===== src/rtl/router_ctrl.sv =====
// router_ctrl: control FSM of the 1x3 router. It decodes the header address,
// sequences packet writes into three output FIFOs, and stalls when one fills.
// It also times out unread FIFOs and flushes them with a soft reset.
//
// Ports:
//   clock, reset       rising-edge clock, synchronous active-high reset
//   pkt_valid          source byte valid (low on the parity byte)
//   data_in[1:0]       destination port in the header byte (3 = invalid)
//   parity_done        register block has captured the parity byte
//   low_pkt_valid      pkt_valid fell while loading or while full
//   fifo_full/empty    per-FIFO status flags
//   read_enb           per-port read strobe from the destination
//   write_enb          one-hot FIFO write strobe
//   vld_out            per-port data available
//   soft_reset         one-cycle per-port FIFO flush pulse
//   busy               source must hold its current byte
//   detect_add, lfd_state, ld_state, laf_state, full_state,
//   write_enb_reg, rst_int_reg   state flags for the register block

module router_ctrl #(
    parameter int TIMEOUT = 30,
    parameter int CNT_W   = 5
) (
    input  logic       clock,
    input  logic       reset,
    input  logic       pkt_valid,
    input  logic [1:0] data_in,
    input  logic       parity_done,
    input  logic       low_pkt_valid,
    input  logic [2:0] fifo_full,
    input  logic [2:0] fifo_empty,
    input  logic [2:0] read_enb,
    output logic [2:0] write_enb,
    output logic [2:0] vld_out,
    output logic [2:0] soft_reset,
    output logic       busy,
    output logic       detect_add,
    output logic       lfd_state,
    output logic       ld_state,
    output logic       laf_state,
    output logic       full_state,
    output logic       write_enb_reg,
    output logic       rst_int_reg
);

    typedef enum logic [2:0] {
        DECODE_ADDRESS,
        WAIT_TILL_EMPTY,
        LOAD_FIRST_DATA,
        LOAD_DATA,
        FIFO_FULL_STATE,
        LOAD_AFTER_FULL,
        LOAD_PARITY,
        CHECK_PARITY_ERROR
    } state_t;

    localparam logic [CNT_W-1:0] CNT_MAX = CNT_W'(TIMEOUT - 1);

    state_t           state;
    state_t           nxt;
    logic [1:0]       addr;
    logic             hdr_ok;
    logic             full_sel;
    logic             sr_sel;
    logic             empty_hdr;
    logic             empty_sel;
    logic [CNT_W-1:0] cnt [3];

    // Address 3 never reaches the latch, but map it to 0 so the select
    // is defined for every index value.
    function automatic logic pick(input logic [2:0] v, input logic [1:0] i);
        case (i)
            2'd0:    return v[0];
            2'd1:    return v[1];
            2'd2:    return v[2];
            default: return 1'b0;
        endcase
    endfunction

    assign vld_out   = ~fifo_empty;
    assign write_enb = write_enb_reg ? (3'b001 << addr) : 3'b000;

    always_comb begin
        hdr_ok    = pkt_valid && (data_in != 2'd3);
        full_sel  = pick(fifo_full, addr);
        sr_sel    = pick(soft_reset, addr);
        empty_hdr = pick(fifo_empty, data_in);
        empty_sel = pick(fifo_empty, addr);
        nxt       = state;
        case (state)
            DECODE_ADDRESS: begin
                if (hdr_ok)
                    nxt = empty_hdr ? LOAD_FIRST_DATA : WAIT_TILL_EMPTY;
            end
            WAIT_TILL_EMPTY: begin
                if (empty_sel)
                    nxt = LOAD_FIRST_DATA;
            end
            LOAD_FIRST_DATA: nxt = LOAD_DATA;
            LOAD_DATA: begin
                if (full_sel)
                    nxt = FIFO_FULL_STATE;
                else if (!pkt_valid)
                    nxt = LOAD_PARITY;
            end
            FIFO_FULL_STATE: begin
                if (!full_sel)
                    nxt = LOAD_AFTER_FULL;
            end
            LOAD_AFTER_FULL: begin
                if (parity_done)
                    nxt = DECODE_ADDRESS;
                else if (low_pkt_valid)
                    nxt = LOAD_PARITY;
                else
                    nxt = LOAD_DATA;
            end
            LOAD_PARITY: nxt = CHECK_PARITY_ERROR;
            CHECK_PARITY_ERROR: begin
                nxt = full_sel ? FIFO_FULL_STATE : DECODE_ADDRESS;
            end
            default: nxt = DECODE_ADDRESS;
        endcase
        // A flush of the FIFO being written abandons the packet.
        if (state != DECODE_ADDRESS && sr_sel)
            nxt = DECODE_ADDRESS;
    end

    // Flags are registered from the next state, so they always match
    // the state register. The header byte is written in LOAD_FIRST_DATA.
    always_ff @(posedge clock) begin
        if (reset) begin
            state         <= DECODE_ADDRESS;
            addr          <= 2'd0;
            busy          <= 1'b0;
            detect_add    <= 1'b1;
            lfd_state     <= 1'b0;
            ld_state      <= 1'b0;
            laf_state     <= 1'b0;
            full_state    <= 1'b0;
            write_enb_reg <= 1'b0;
            rst_int_reg   <= 1'b0;
        end else begin
            state <= nxt;
            if (state == DECODE_ADDRESS && hdr_ok)
                addr <= data_in;
            busy          <= (nxt != DECODE_ADDRESS) && (nxt != LOAD_DATA);
            detect_add    <= (nxt == DECODE_ADDRESS);
            lfd_state     <= (nxt == LOAD_FIRST_DATA);
            ld_state      <= (nxt == LOAD_DATA);
            laf_state     <= (nxt == LOAD_AFTER_FULL);
            full_state    <= (nxt == FIFO_FULL_STATE);
            write_enb_reg <= (nxt == LOAD_FIRST_DATA) ||
                             (nxt == LOAD_DATA) ||
                             (nxt == LOAD_AFTER_FULL) ||
                             (nxt == LOAD_PARITY);
            rst_int_reg   <= (nxt == CHECK_PARITY_ERROR);
        end
    end

    // Per-port read timeout: count cycles with data pending and no read.
    always_ff @(posedge clock) begin
        if (reset) begin
            soft_reset <= 3'b000;
            for (int i = 0; i < 3; i++)
                cnt[i] <= '0;
        end else begin
            soft_reset <= 3'b000;
            for (int i = 0; i < 3; i++) begin
                if (read_enb[i] || !vld_out[i]) begin
                    cnt[i] <= '0;
                end else if (cnt[i] == CNT_MAX) begin
                    cnt[i]        <= '0;
                    soft_reset[i] <= 1'b1;
                end else begin
                    cnt[i] <= cnt[i] + CNT_W'(1);
                end
            end
        end
    end

endmodule


===== config.mk =====
export PLATFORM = sky130hd
export DESIGN_NAME = router_ctrl
export DESIGN_NICKNAME = d
export VERILOG_FILES = /design/src/rtl/router_ctrl.sv
export SDC_FILE = /design/constraint.sdc
export NUM_CORES = 1
export LEC_CHECK = 0
export BUFFER_PORTS_ARGS = -buffer_cell sky130_fd_sc_hd__buf_2
export CAP_MARGIN = 10
export CORE_MARGIN = 2
export CORE_UTILIZATION = 33
export DETAILED_ROUTE_END_ITERATION = 10
export HOLD_SLACK_MARGIN = 0.08
export PLACE_DENSITY_LB_ADDON = 0.15
export SYNTH_ARGS = -nofsm -noshare
export SYNTH_HDL_FRONTEND = slang
export SYNTH_SLANG_ARGS = --single-unit

===== constraint.sdc =====
create_clock -name clock -period 2.1 [get_ports clock]
set_input_delay 0.21 -clock clock [delete_from_list [all_inputs] [get_ports clock]]
set_output_delay 0.21 -clock clock [all_outputs]
set_load 0.02 [all_outputs]

==> out/results.tsv, run 1 <==
stage	metric	value	unit
sta	Final period util	92.5	%
synth	Synth Instances	151	
drt	Post-Route WL	2940	µm
global_routing	initial antenna violation count	0	
pwr	Tot Pwr	1740	µW
synth	Yosys warning count	0	
cells_and_area	Largest Register	cnt	
cells_and_area	Area Growth Syn to Fin	23.4	%
critical_path	CP arrival	2.16	ns
run_status	status	finished clean	
synth	FF+latch count, synth	31	
clock_tree	number of buffers created by CTS	5	
sta	# setup viols final	0	
critical_path	Reg2Reg Capture Point	ld_state	
cells_and_area	number of flip-flops in the largest register	15	
drt	Iter 0 DRT Violations	61	
cells_and_area	most frequent cells in the layout	buf_2 (32), nor2_1 (25), dfxtp_1 (15), edfxtp_1 (15), conb_1 (15)	
global_routing	Remaining Overflow, GRT	0	
flow_run	max-cap violation count	0	
clock_tree	Post-CTS Resized	0	
critical_path	Setup crit start kind	flip-flop	
synth	Seq/Total Area, Yosys	50.7	%
pwr	Lkg Pwr	0.000807	µW
clock_tree	CTS root buf	clkbuf_8	
cells_and_area	Regs by FF count	cnt: 15 flops, soft_reset: 3 flops, state: 3 flops	
cells_and_area	NumNets Final	223	
synth	share of the synthesized area in the top cell type	29.6	%
floorplan	Die Span Y	71.9	µm
critical_path	Req. time, crit path	2.32	ns
cells_and_area	share of cells above drive strength 1	22.8	%
synth	synth top area cells	edfxtp_1 (30%), dfxtp_1 (21%), nor2_1 (6.2%), ha_1 (4.9%), xor2_1 (3.5%)	
cells_and_area	final core utilization	42.8	%
sta	TNS Setup	0	ns
synth	Synth area leader	edfxtp_1	
clock_tree	Clock Latency Late Sink	0.28	ns
critical_path	RR Startpoint	state[2]	
cells_and_area	most common cell after layout, fill and taps aside	buf_2	
critical_path	Worst Setup Path Type	reg2reg	
pwr	Power Dens Cells	927	nW/µm²
clock_tree	CTS tree	done	
clock_tree	H-tree depth	2	
drt	number of routed nets with antenna violations	0	
cells_and_area	Antenna diodes	0	
drt	DRC violations left	0	
floorplan	Row Count	24	
clock_tree	Max Buffers Root-to-Sink	2	
clock_tree	Clock Pin Slew Worst Setup and Hold Paths	0.07	ns
pwr	Max IR drop VDD	0.307	mV
sta	post-route clock skew	0.00499	ns
global_routing	largest net degree at the start of global routing	13	
sta	RSZ-0062 raised after global routing	false	
sta	final critical-path required period	1.94	ns
sta	Slew Viols, Final	0	
floorplan	core area	4380	µm²
critical_path	Max FO, Critical Path	8	
drt	DR pass1 iterations	4	
sta	hold violation total from the final report	0	
drt	vias per cell	4.66	
sta	hold_ws	0.206	ns
hold_path	HP Class	in2reg	
drt	DR vias	1184	
critical_path	reg2reg setup slack	0.16	ns
floorplan	# IOs	33	
cells_and_area	number of fill cells	445	
hold_path	hold endpoint	soft_reset[0]	
sta	Peak Freq	515	MHz
global_routing	first-pass GRT wire length	4840	µm
placed_design	placed cell areas	1780	µm²
placed_design	IO Port Bufs	32	
floorplan	Starting Density	34.7	%
clock_tree	post-CTS setup buffers	0	
clock_tree	hold_buf cts	0	
cells_and_area	Non-Filler Cell Area, Final	1880	µm²
global_routing	gr usage total	12.3	%
synth	Synth Area per Inst	10.1	µm²
drt	routed len/inst	11.6	µm
critical_path	element type at the critical path end	flip-flop	
global_routing	vias in the first global route	1146	
critical_path	path depth of the worst reg2reg path	6	
hold_path	worst hold stages	3	
clock_tree	Clock Sinks	31	
hold_path	hold wc startpoint	read_enb[0]	
placed_design	GP Congestion	0.826	
floorplan	die width	71.9	µm
floorplan	Die Area	5170	µm²
synth	Synth cell types	39	
synth	synthesized area	1520	µm²
placed_design	HPWL after DPL	2260	µm
-- how the worst max path moves through the flow --
stage,start,to,cells after the start
6_report,state[2],ld_state,6
2_1_floorplan,state[2],ld_state,6
3_3_place_gp,state[2],ld_state,6
4_1_cts,addr[0],write_enb_reg,6
3_5_place_dp,addr[0],write_enb_reg,6
5_1_grt,state[2],ld_state,6
-- kinds of logic (layout without fill, tap and decap cells) --
family | after synthesis | after routing | synth area share, %
buffers and inverters | 12 | 49 | 3.21
and+or+nand+nor | 65 | 65 | 22.2
muxes | 5 | 5 | 3.29
AOI/OAI and AO/OA | 21 | 21 | 9.63
other | 1 | 15 | 0.247
xor gates and xnor gates | 10 | 10 | 5.76
DFF | 31 | 31 | 50.7
adders and majority gates | 6 | 6 | 4.94
-- worst max-delay path, stage by stage, from the launching register on --
cell	delay [ns]
dfxtp_1	0.46
inv_2	0.06
or3_1	0.38
a211oi_2	0.25
nor2_1	0.10
or4b_4	0.53
nor2b_2	0.10
-- stage by stage --
step | instances | setup slack, ns
final | 254 | 0.158
after floorplan | 165 | 0.280
after CTS | 254 | 0.121
after global routing | 254 | 0.0559
after detailed placement | 246 | 0.133
after global placement | 246 | 0.214
-- power breakdown --
group          internal (µW)  total, µW  switching (µW)
clock network            264        479             215
logic                    202        483             281
registers                713        776            63.6
total                   1180       1740             559
-- synthesized netlist by cell type (all sizes together) --
cell type,number
a221oi,1
a22oi,1
dfxtp,16
or3,2
a31o,1
a221o,1
and3,1
nand3,8
and2,1
nor3b,3
o211ai,2
a21o,2
nor2b,5
nor3,3
ha,6
and4,1
nand3b,3
and3b,1
a21bo,1
a21oi,1
or2,1
conb,1
inv,9
o31a,1
o21ai,9
or4b,1
a211oi,1
nor2,25
xor2,6
xnor2,4
buf,1
nand4,3
edfxtp,15
nor4,1
mux2i,5
clkbuf,2
nand2,6
-- routing by layer --
metal,part of all wire (%),up-vias,track usage (%)
met4,1.7,0,5.03
met2,45,31,19.2
met1,46,533,15.5
li1,-,614,-
met5,0,-,0
met3,6.9,6,4.50
-- cell type report --
class                      instances  area [µm²]  area share (%)
inverter                           9        33.8            1.80
clock buffer                       7        86.3            4.60
clock inverter                     1        5.00           0.267
tap                               52        65.1            3.47
sequential                        31         772            41.2
multi-input combinational        122         753            40.2
timing repair buffer              32         160            8.54
No activity file was read; power rests on OpenSTA's default activity.
==> run 2, diff against run 1 <==
--- a/config.mk
+++ b/config.mk
@@ -8,7 +8,7 @@
 export BUFFER_PORTS_ARGS = -buffer_cell sky130_fd_sc_hd__buf_2
 export CAP_MARGIN = 10
 export CORE_MARGIN = 2
-export CORE_UTILIZATION = 33
+export CORE_UTILIZATION = 51
 export DETAILED_ROUTE_END_ITERATION = 10
 export HOLD_SLACK_MARGIN = 0.08
 export PLACE_DENSITY_LB_ADDON = 0.15
==> run 2 against run 1 <==
  * Setup slack lost 0.063 ns
  * Clock-buffer cell count stayed put
  * Routed wire length is 2.3% higher
  * Fmax shrank 3.1%
  * Sequential power hardly changed
  * Sequential cell count is the same
  * Highest routed layer unchanged
  * The run now ends with DRC left
  * Die area decreased by 34%
  * First-iteration DRC count grew 36%
==> out/results.tsv, run 2 (same netlist as run 1, synthesis figures left out) <==
stage	metric	value	unit	change
clock_tree	Clock Latency Late Sink	0.33	ns	+0.05 ns
cells_and_area	number of fill cells	256		-42%
critical_path	worst-path cell chain	inv_2 > or3_1 > a211oi_2 > nor2_1 > or4b_4 > nor2b_2		
sta	hold violation total from the final report	0		unchanged
sta	Peak Freq	499	MHz	-3.1%
global_routing	gr usage total	20.2	%	+7.9 points
drt	DR vias	1238		+4.6%
drt	DRC violations left	3		+3
pwr	Power Dens Cells	894	nW/µm²	-3.6%
floorplan	Starting Density	54.2	%	+20 points
critical_path	peak per-stage delay on the critical path	0.53	ns	about the same
global_routing	largest net degree at the start of global routing	13		unchanged
critical_path	element type at the critical path end	flip-flop		
sta	TNS Setup	0	ns	unchanged
hold_path	hold endpoint	soft_reset[1]		
placed_design	pre-CTS setup slack	0.156	ns	+0.0230 ns
sta	post-route clock skew	0.00909	ns	+0.00410 ns
global_routing	initial antenna violation count	0		unchanged
clock_tree	Max Buffers Root-to-Sink	2		unchanged
cells_and_area	Antenna diodes	0		unchanged
placed_design	GP Congestion	0.781		-5.5%
critical_path	Reg2Reg Capture Point	ld_state		
pwr	Tot Pwr	1620	µW	-6.6%
clock_tree	CTS root buf	clkbuf_4		
clock_tree	Clock Sinks	31		unchanged
sta	Final period util	95.5	%	+3.0 points
drt	routed len/inst	12.9	µm	+12%
critical_path	reg2reg setup slack	0.09	ns	-0.06 ns
pwr	Lkg Pwr	0.000794	µW	-1.7%
floorplan	die width	58.6	µm	-18%
flow_run	max-cap violation count	0		unchanged
hold_path	HP Class	in2reg		
drt	DR pass1 iterations	7		+3
critical_path	path depth of the worst reg2reg path	6		unchanged
hold_path	hold wc startpoint	read_enb[1]		
cells_and_area	multi-input logic area	753	µm²	unchanged
sta	final critical-path required period	2.01	ns	+0.0631 ns
cells_and_area	register area	771	µm²	-0.16%
cells_and_area	most common cell after layout, fill and taps aside	buf_2		
clock_tree	H-tree depth	2		unchanged
critical_path	critical path's slowest cell	or4b_4		
placed_design	IO Port Bufs	32		unchanged
run_status	violated checks	DRC		
placed_design	HPWL after DPL	2300	µm	+1.7%
cells_and_area	Regs by FF count	cnt: 15 flops, soft_reset: 3 flops, state: 3 flops		
sta	# setup viols final	0		unchanged
cells_and_area	Largest Register	cnt		
cells_and_area	number of flip-flops in the largest register	15		unchanged
clock_tree	CTS tree	done		
hold_path	worst hold stages	3		unchanged
critical_path	Max FO, Critical Path	8		unchanged
drt	number of routed nets with antenna violations	0		unchanged
floorplan	Row Count	19		-21%
critical_path	CP arrival	2.29	ns	+0.13 ns
floorplan	Die Area	3430	µm²	-34%
critical_path	Bufs and invs on worst path	1		unchanged
pwr	Max IR drop VDD	0.672	mV	+120%
critical_path	Worst Setup Path Type	reg2reg		
clock_tree	post-CTS setup buffers	0		unchanged
cells_and_area	share of cells above drive strength 1	22.3	%	-0.50 points
clock_tree	number of buffers created by CTS	5		unchanged
global_routing	first-pass GRT wire length	5140	µm	+6.1%
critical_path	Setup crit start kind	flip-flop		
global_routing	vias in the first global route	1179		+2.9%
critical_path	RR Startpoint	state[2]		
drt	vias per cell	5.31		+14%
global_routing	Remaining Overflow, GRT	0		unchanged
cells_and_area	NumNets Final	223		unchanged
clock_tree	Clock Pin Slew Worst Setup and Hold Paths	0.10	ns	+0.03 ns
critical_path	Req. time, crit path	2.38	ns	+0.06 ns
sta	hold_ws	0.151	ns	-0.0550 ns
cells_and_area	most frequent cells in the layout	buf_2 (32), nor2_1 (25), dfxtp_1 (16)		
floorplan	# IOs	33		unchanged
sta	RSZ-0062 raised after global routing	false		
critical_path	crit-path leading delay family	simple AND/OR/NAND/NOR gates		
run_status	status	finished, violations left		
drt	Iter 0 DRT Violations	83		+36%
floorplan	core area	2810	µm²	-36%
drt	Post-Route WL	3000	µm	+2.3%
floorplan	Die Span Y	58.6	µm	-18%
cells_and_area	Area Growth Syn to Fin	19.5	%	
sta	Slew Viols, Final	0		unchanged
sta	crit path setup slack, layout	0.0950	ns	-0.0631 ns
==> run 2: changes by cell type in the layout (fill, tap and decap cells not counted) <==
cell,before,now
clkbuf_8,6,1
clkbuf_4,0,5
dfxtp_2,1,0
dfxtp_1,15,16
==> run 2: what timing repair did <==
action | 4_1_cts | 5_1_grt
hold buffers | 0 | 0
setup endpoints to repair | 0 | 1
resized for setup | 0 | 1
==> run 2: tightest hold or removal path, stage by stage <==
cell	delay [ns]
buf_2	0.08
nor3_1	0.04
nor2b_1	0.12
==> run 2: worst max path at each step <==
stage,start,endpoint,slack (ns),cells past startpoint
after floorplan,state[2],ld_state,0.28,6
after global placement,addr[0],ld_state,0.21,6
after detailed placement,state[2],write_enb_reg,0.16,6
after global routing,state[2],ld_state,0.01,6
after CTS,state[2],ld_state,0.13,6
final,state[2],ld_state,0.09,6
==> run 2: per-layer routing <==
metal,up-vias,wire length [µm],track usage (%)
met2,45,1400,31.9
met1,567,1290,24.4
li1,618,-,-
met3,8,265,8.13
met5,-,0,0
met4,0,54,8.77
==> run 2: through the flow <==
| stage | cells | utilization, % | cell area, µm² |
|---|---|---|---|
| after floorplan | 165 | - | 1570 |
| after global placement | 225 | 62.6 | 1760 |
| after detailed placement | 225 | 62.6 | 1760 |
| after CTS | 233 | 64.8 | 1820 |
| after global routing | 233 | 64.8 | 1820 |
| final | 233 | 64.8 | 1820 |
==> run 2: where the power goes <==
part	leakage, µW	switching (µW)	internal, µW
Combinational	0.000473	282	203
Sequential	0.000285	61.9	711
Clock	0.0000353	204	162
==> run 2: final cells by class <==
cell class	count	area share (%)
sequential	31	42.4
multi-input combinational	122	41.5
timing repair buffer	32	8.82
clock buffer	7	3.03
tap	31	2.13
inverter	9	1.86
clock inverter	1	0.275
